File: config.mk
export PLATFORM = sky130hd
export DESIGN_NAME = countdown_timer
export DESIGN_NICKNAME = d
export VERILOG_FILES = /design/src/rtl/timer_pkg.sv /design/src/rtl/down_counter.sv /design/src/rtl/countdown_timer.sv
export SDC_FILE = /design/constraint.sdc
export NUM_CORES = 1
export LEC_CHECK = 0
export BUFFER_PORTS_ARGS = -buffer_cell sky130_fd_sc_hd__buf_2
export CORE_UTILIZATION = 24
export DETAILED_ROUTE_END_ITERATION = 10
export SYNTH_ARGS = -nofsm -noshare
export SYNTH_HDL_FRONTEND = slang
export SYNTH_SLANG_ARGS = --single-unit
export TNS_END_PERCENT = 30
File: constraint.sdc
create_clock -name clk -period 1.73 [get_ports clk]
set_input_delay 0.346 -clock clk [delete_from_list [all_inputs] [get_ports clk]]
set_output_delay 0.346 -clock clk [all_outputs]
set_load 0.01 [all_outputs]
File: src/rtl/timer_pkg.sv
// timer_pkg: shared state encoding and default limits for the MM:SS
// countdown timer (countdown_timer, down_counter).
package timer_pkg;

    typedef enum logic [1:0] {
        ST_IDLE  = 2'd0,
        ST_RUN   = 2'd1,
        ST_PAUSE = 2'd2,
        ST_DONE  = 2'd3
    } state_t;

    localparam int DEF_SEC_MAX = 59;
    localparam int DEF_MIN_MAX = 59;

endpackage

File: src/rtl/down_counter.sv
// down_counter: loadable down counter that borrows at zero, reloading
// MAX_VAL; zB flags a decrement taken while the count is zero.
module down_counter #(
    parameter int BITS    = 6,
    parameter int MAX_VAL = 59
) (
    input  logic            clk,
    input  logic            rst,
    input  logic            ld,
    input  logic [BITS-1:0] d,
    input  logic            dec,
    output logic [BITS-1:0] count,
    output logic            zB
);

    logic [BITS-1:0] r_count;

    assign count = r_count;
    assign zB    = dec && (r_count == '0);

    // Load wins over decrement; a decrement at zero borrows to MAX_VAL
    always_ff @(posedge clk or posedge rst) begin
        if (rst) begin
            r_count <= '0;
        end else if (ld) begin
            r_count <= d;
        end else if (dec) begin
            r_count <= (r_count == '0) ? BITS'(MAX_VAL) : r_count - 1'b1;
        end
    end

endmodule

File: src/rtl/countdown_timer.sv
// countdown_timer: two-stage MM:SS countdown with IDLE/RUN/PAUSE/DONE FSM.
// Optional COUNTDOWN_AUTO_RELOAD_EN: reload the last load value at expiry.
module countdown_timer
    import timer_pkg::*;
#(
    parameter int SEC_BITS = 6,
    parameter int MIN_BITS = 6,
    parameter int SEC_MAX  = DEF_SEC_MAX,
    parameter int MIN_MAX  = DEF_MIN_MAX
) (
    input  logic                clk,
    input  logic                rst,
    input  logic                tick,
    input  logic                load,
    input  logic [MIN_BITS-1:0] load_min,
    input  logic [SEC_BITS-1:0] load_sec,
    input  logic                start,
    input  logic                stop,
    input  logic                clear,
    output logic [MIN_BITS-1:0] min,
    output logic [SEC_BITS-1:0] sec,
    output logic                running,
    output logic                done,
    output logic                expired
);

    localparam logic [SEC_BITS-1:0] LP_SEC_MAX = SEC_BITS'(SEC_MAX);
    localparam logic [MIN_BITS-1:0] LP_MIN_MAX = MIN_BITS'(MIN_MAX);

    state_t              r_state;
    state_t              w_nxt;
    logic                r_running;
    logic                r_done;
    logic                r_expired;
    logic [MIN_BITS-1:0] w_min;
    logic [SEC_BITS-1:0] w_sec;
    logic [MIN_BITS-1:0] w_d_min;
    logic [SEC_BITS-1:0] w_d_sec;
    logic [MIN_BITS-1:0] w_cl_min;
    logic [SEC_BITS-1:0] w_cl_sec;
    logic                w_ld;
    logic                w_dec;
    logic                w_sec_zb;
    logic                w_unused_min_zb;
    logic                w_zero;
    logic                w_last;
    logic                w_take_load;
    logic                w_expire;

`ifdef COUNTDOWN_AUTO_RELOAD_EN
    logic [MIN_BITS-1:0] r_sh_min;
    logic [SEC_BITS-1:0] r_sh_sec;
    logic                w_sh_zero;

    assign w_sh_zero = (r_sh_min == '0) && (r_sh_sec == '0);
`endif

    assign w_cl_min    = (load_min > LP_MIN_MAX) ? LP_MIN_MAX : load_min;
    assign w_cl_sec    = (load_sec > LP_SEC_MAX) ? LP_SEC_MAX : load_sec;
    assign w_zero      = (w_min == '0) && (w_sec == '0);
    assign w_last      = (w_min == '0) && (w_sec == SEC_BITS'(1));
    assign w_take_load = !clear && load && (r_state != ST_RUN);

    // Command priority clear > load > stop > start > tick; ignored ones fall through
    always_comb begin
        w_nxt    = r_state;
        w_ld     = 1'b0;
        w_d_min  = '0;
        w_d_sec  = '0;
        w_dec    = 1'b0;
        w_expire = 1'b0;
        if (clear) begin
            w_nxt = ST_IDLE;
            w_ld  = 1'b1;
        end else if (w_take_load) begin
            w_nxt   = ST_IDLE;
            w_ld    = 1'b1;
            w_d_min = w_cl_min;
            w_d_sec = w_cl_sec;
        end else if (stop && (r_state == ST_RUN)) begin
            w_nxt = ST_PAUSE;
        end else if (start && !w_zero &&
                     ((r_state == ST_IDLE) || (r_state == ST_PAUSE))) begin
            w_nxt = ST_RUN;
        end else if (tick && (r_state == ST_RUN)) begin
            w_dec = 1'b1;
            if (w_last) begin
                w_expire = 1'b1;
`ifdef COUNTDOWN_AUTO_RELOAD_EN
                if (!w_sh_zero) begin
                    w_dec   = 1'b0;
                    w_ld    = 1'b1;
                    w_d_min = r_sh_min;
                    w_d_sec = r_sh_sec;
                end else begin
                    w_nxt = ST_DONE;
                end
`else
                w_nxt = ST_DONE;
`endif
            end
        end
    end

    down_counter #(
        .BITS    (SEC_BITS),
        .MAX_VAL (SEC_MAX)
    ) u_sec (
        .clk   (clk),
        .rst   (rst),
        .ld    (w_ld),
        .d     (w_d_sec),
        .dec   (w_dec),
        .count (w_sec),
        .zB    (w_sec_zb)
    );

    down_counter #(
        .BITS    (MIN_BITS),
        .MAX_VAL (MIN_MAX)
    ) u_min (
        .clk   (clk),
        .rst   (rst),
        .ld    (w_ld),
        .d     (w_d_min),
        .dec   (w_sec_zb),
        .count (w_min),
        .zB    (w_unused_min_zb)
    );

`ifdef COUNTDOWN_AUTO_RELOAD_EN
    // Shadow keeps the last accepted (clamped) load for auto-reload
    always_ff @(posedge clk or posedge rst) begin
        if (rst) begin
            r_sh_min <= '0;
            r_sh_sec <= '0;
        end else if (w_take_load) begin
            r_sh_min <= w_cl_min;
            r_sh_sec <= w_cl_sec;
        end
    end
`endif

    // State register with registered status decodes and expiry pulse
    always_ff @(posedge clk or posedge rst) begin
        if (rst) begin
            r_state   <= ST_IDLE;
            r_running <= 1'b0;
            r_done    <= 1'b0;
            r_expired <= 1'b0;
        end else begin
            r_state   <= w_nxt;
            r_running <= (w_nxt == ST_RUN);
            r_done    <= (w_nxt == ST_DONE);
            r_expired <= w_expire;
        end
    end

    assign min     = w_min;
    assign sec     = w_sec;
    assign running = r_running;
    assign done    = r_done;
    assign expired = r_expired;

endmodule

==> results.md <==
* Status: finished with violations
* Failing checks: setup timing
* CTS tree: done
* CTS sink count at 17
* CP bufs+invs at 0
* Data arrival time of the critical path at 1.89 ns
* Slowest-stage cell, CP: or3_4
* CP Depth at 5
* Final Hold Fails at 0
* R2r setup slk at -0.005 ns
* DR iter-0 viols at 67
* Unrepaired setup endpoints after global routing: true
* Largest net degree at the start of global routing at 18
* WL per Instance at 12.9 µm
* H-Tree Depth at 1
* Mean Syn Cell Area at 8.53 µm²
* Area contributors post-synth: dfrtp_1 (36%), nor2_1 (6.0%), ha_1 (5.3%)
* DP Worst Slack at -0.00976 ns
* Routed vias at 1241
* Commonest non-fill, non-tap cell in the layout: buf_2
* P_leak at 0.000815 µW
* Max stage delay on crit path at 0.43 ns
* Number of global-route vias before repair at 1240
* Register Area at 427 µm²
* GR Overflow Total at 0
* Die height at 72.3 µm
* Crit path to: running$_DFF_PP0_
* Reg-to-Reg End: running$_DFF_PP0_
* PnR worst setup slack at -0.00546 ns
* Global-route wire length before repair at 5.83 mm
* Crit path time final at 1.74 ns
* Synth top area share at 0.359
* TritonCTS Buffers at 3
* Detailed Routing Iterations Pass 1 at 4
* Drt total wl at 3.43 mm
* Highest clock rate at 0.576 GHz
* Die Footprint at 0.00523 mm²
* Ant. Diodes at 0
* Crit-path most repeated cell: or3_4
* Post-detail-place hpwl at 2.75 mm
* Max-slew headroom at 0.779
* Crit. End Element: flop
* Layout cell share with drive strength beyond 1 at 0.392
* Post-synth EDFFs at 0
* Initial Util at 0.249
* Clk_lat worst skew at 0.26 ns
* Area grow syn2layout at 42.4%
* Initial antenna violation count at 0
* Total GRT Usage at 0.144
* RR Startpoint: u_sec.count[2]$_DFFE_PP0P_
* Mapped Nets at 163
* Cell variety after synth at 45
* Synth area leader: dfrtp_1
* Async S/R FF share, synth at 1.00
* Port Buffers at 33
* Core Area at 0.00475 mm²
* Crit Path Max Fanout at 5
* Critical path class: flop to flop
* Clock tree buffer depth at 2
* Clock transition at path regs at 0.07 ns
* CP delay by family, top: simple AND/OR/NAND/NOR gates
* Actual slew at the worst max-slew pin at 0.323 ns
* Antenna Nets Post-Route at 0
* Crit path from: u_sec.count[2]$_DFFE_PP0P_
* Via-to-Cell Ratio at 4.67
* Commonest cells after routing, fill and taps aside: buf_2 (33), buf_4 (25), nor2_1 (19)
* Peak VDD IR at 0.273 mV
* Final setup fails at 1
* Fillcell total at 532
* Reg2Reg Depth at 5
* Setup tns final at -0.00546 ns
* # rows at 25
* Crit path cell chain: or3_4, or3_4, o21ai_2, nor2_1, o21a_1
* Post-CTS Setup Inserts at 0
* Drt drc at 0
* Area occupied by multi-input gates at 754 µm²
* Post-synthesis register bit count at 17
* Primary FF master, synth: dfrtp_1
* Synth warn at 0
* Startpoint Class: flop
* Hold crit path type: input port to async pin
* Max cap viols at 0
* Clk Tree Root Cell: clkbuf_8
* Sequential fraction of the synthesis area at 0.359
* Die width at 72.3 µm
* Placer Congestion at 0.864
* # IOs at 34
* PD cells at 714 mW/mm²
* Fin crit share at 1.00
* Worst path required time at 1.88 ns
* Final hold slack at 0.0927 ns
* Max Slew Vio Count at 0
* Post-Syn Area at 0.00119 mm²
* Clock skew at 0.00240 ns
* Mapped Cells at 139
* Fin nets at 224
==> sequential cells by signal, summed over array words and instances (netlist names) <==
signal	flops
u_min.count	6
running	1
u_sec.count	6
r_state	2
expired	1
done	1
==> cell families after synthesis <==
logic type                 Yosys count  share of synthesized area
DFF                                 17                      0.359
and+or+nand+nor                     72                      0.337
muxes                                2                     0.0169
AOI/OAI and AO/OA                   34                      0.207
adders and majority gates            5                     0.0527
buffers and inverters                9                     0.0285
==> layer usage <==
layer  wire length [µm]  up-vias  track usage
met3                178        4       0.0278
met5                  0        -            0
met1               1710      560        0.203
met2               1500       41        0.218
li1                   -      636            -
met4                 47        0       0.0523
==> cells in the mapped netlist, types with 3 or more instances <==
cell      instances
a21oi_1           8
dfrtp_1          17
ha_1              5
inv_1             7
nand2_1          12
nand2b_1          3
nand3_1          10
nor2_1           19
nor3_1            7
nor3b_1           3
o21ai_0           3
==> worst reg2reg max path: stages, from the launching register on <==
cell and delay [ns]:
dfrtp_2 0.40, or3_4 0.43, or3_4 0.38, o21ai_2 0.19, nor2_1 0.06, o21a_1 0.18
==> repair_timing <==
item	4_1_cts	5_1_grt
hold buffers	0	0
gates cloned	0	0
setup endpoints to repair	2	7
pin swaps	0	1
resized for setup	1	5
==> where the power goes <==
group / internal, µW / total [µW] / switching, µW
sequential: 428 / 454 / 25.7
clock: 164 / 311 / 147
combinational: 207 / 441 / 234
==> layout make-up <==
type / instances / area share
multi-input combinational: 113 / 0.447
sequential: 17 / 0.253
timing repair buffer: 58 / 0.209
tap: 67 / 0.0496
clock buffer: 4 / 0.0267
inverter: 7 / 0.0156
==> worst min path at each step <==
stage,from,endpoint,slack (ns),cells past startpoint
after floorplan,rst,done$_DFF_PP0_,0.27,1
after global placement,rst,u_min.count[2]$_DFFE_PP0P_,0.38,3
after detailed placement,rst,u_min.count[2]$_DFFE_PP0P_,0.38,3
after CTS,rst,expired$_DFF_PP0_,0.10,3
after global routing,rst,u_min.count[2]$_DFFE_PP0P_,0.12,3
final,rst,u_min.count[2]$_DFFE_PP0P_,0.09,3
==> per-stage QoR <==
| stage | instance area [µm²] | power [µW] | instances | utilization |
|---|---|---|---|---|
| after floorplan | 1190 | 694 | 139 | - |
| after CTS | 1670 | 1210 | 266 | 0.351 |
| final | 1690 | 1210 | 266 | 0.355 |
| after global routing | 1690 | 1280 | 266 | 0.355 |
| after detailed placement | 1620 | 891 | 262 | 0.341 |
| after global placement | 1620 | 890 | 262 | 0.341 |
(Power assumes the default switching activity.)
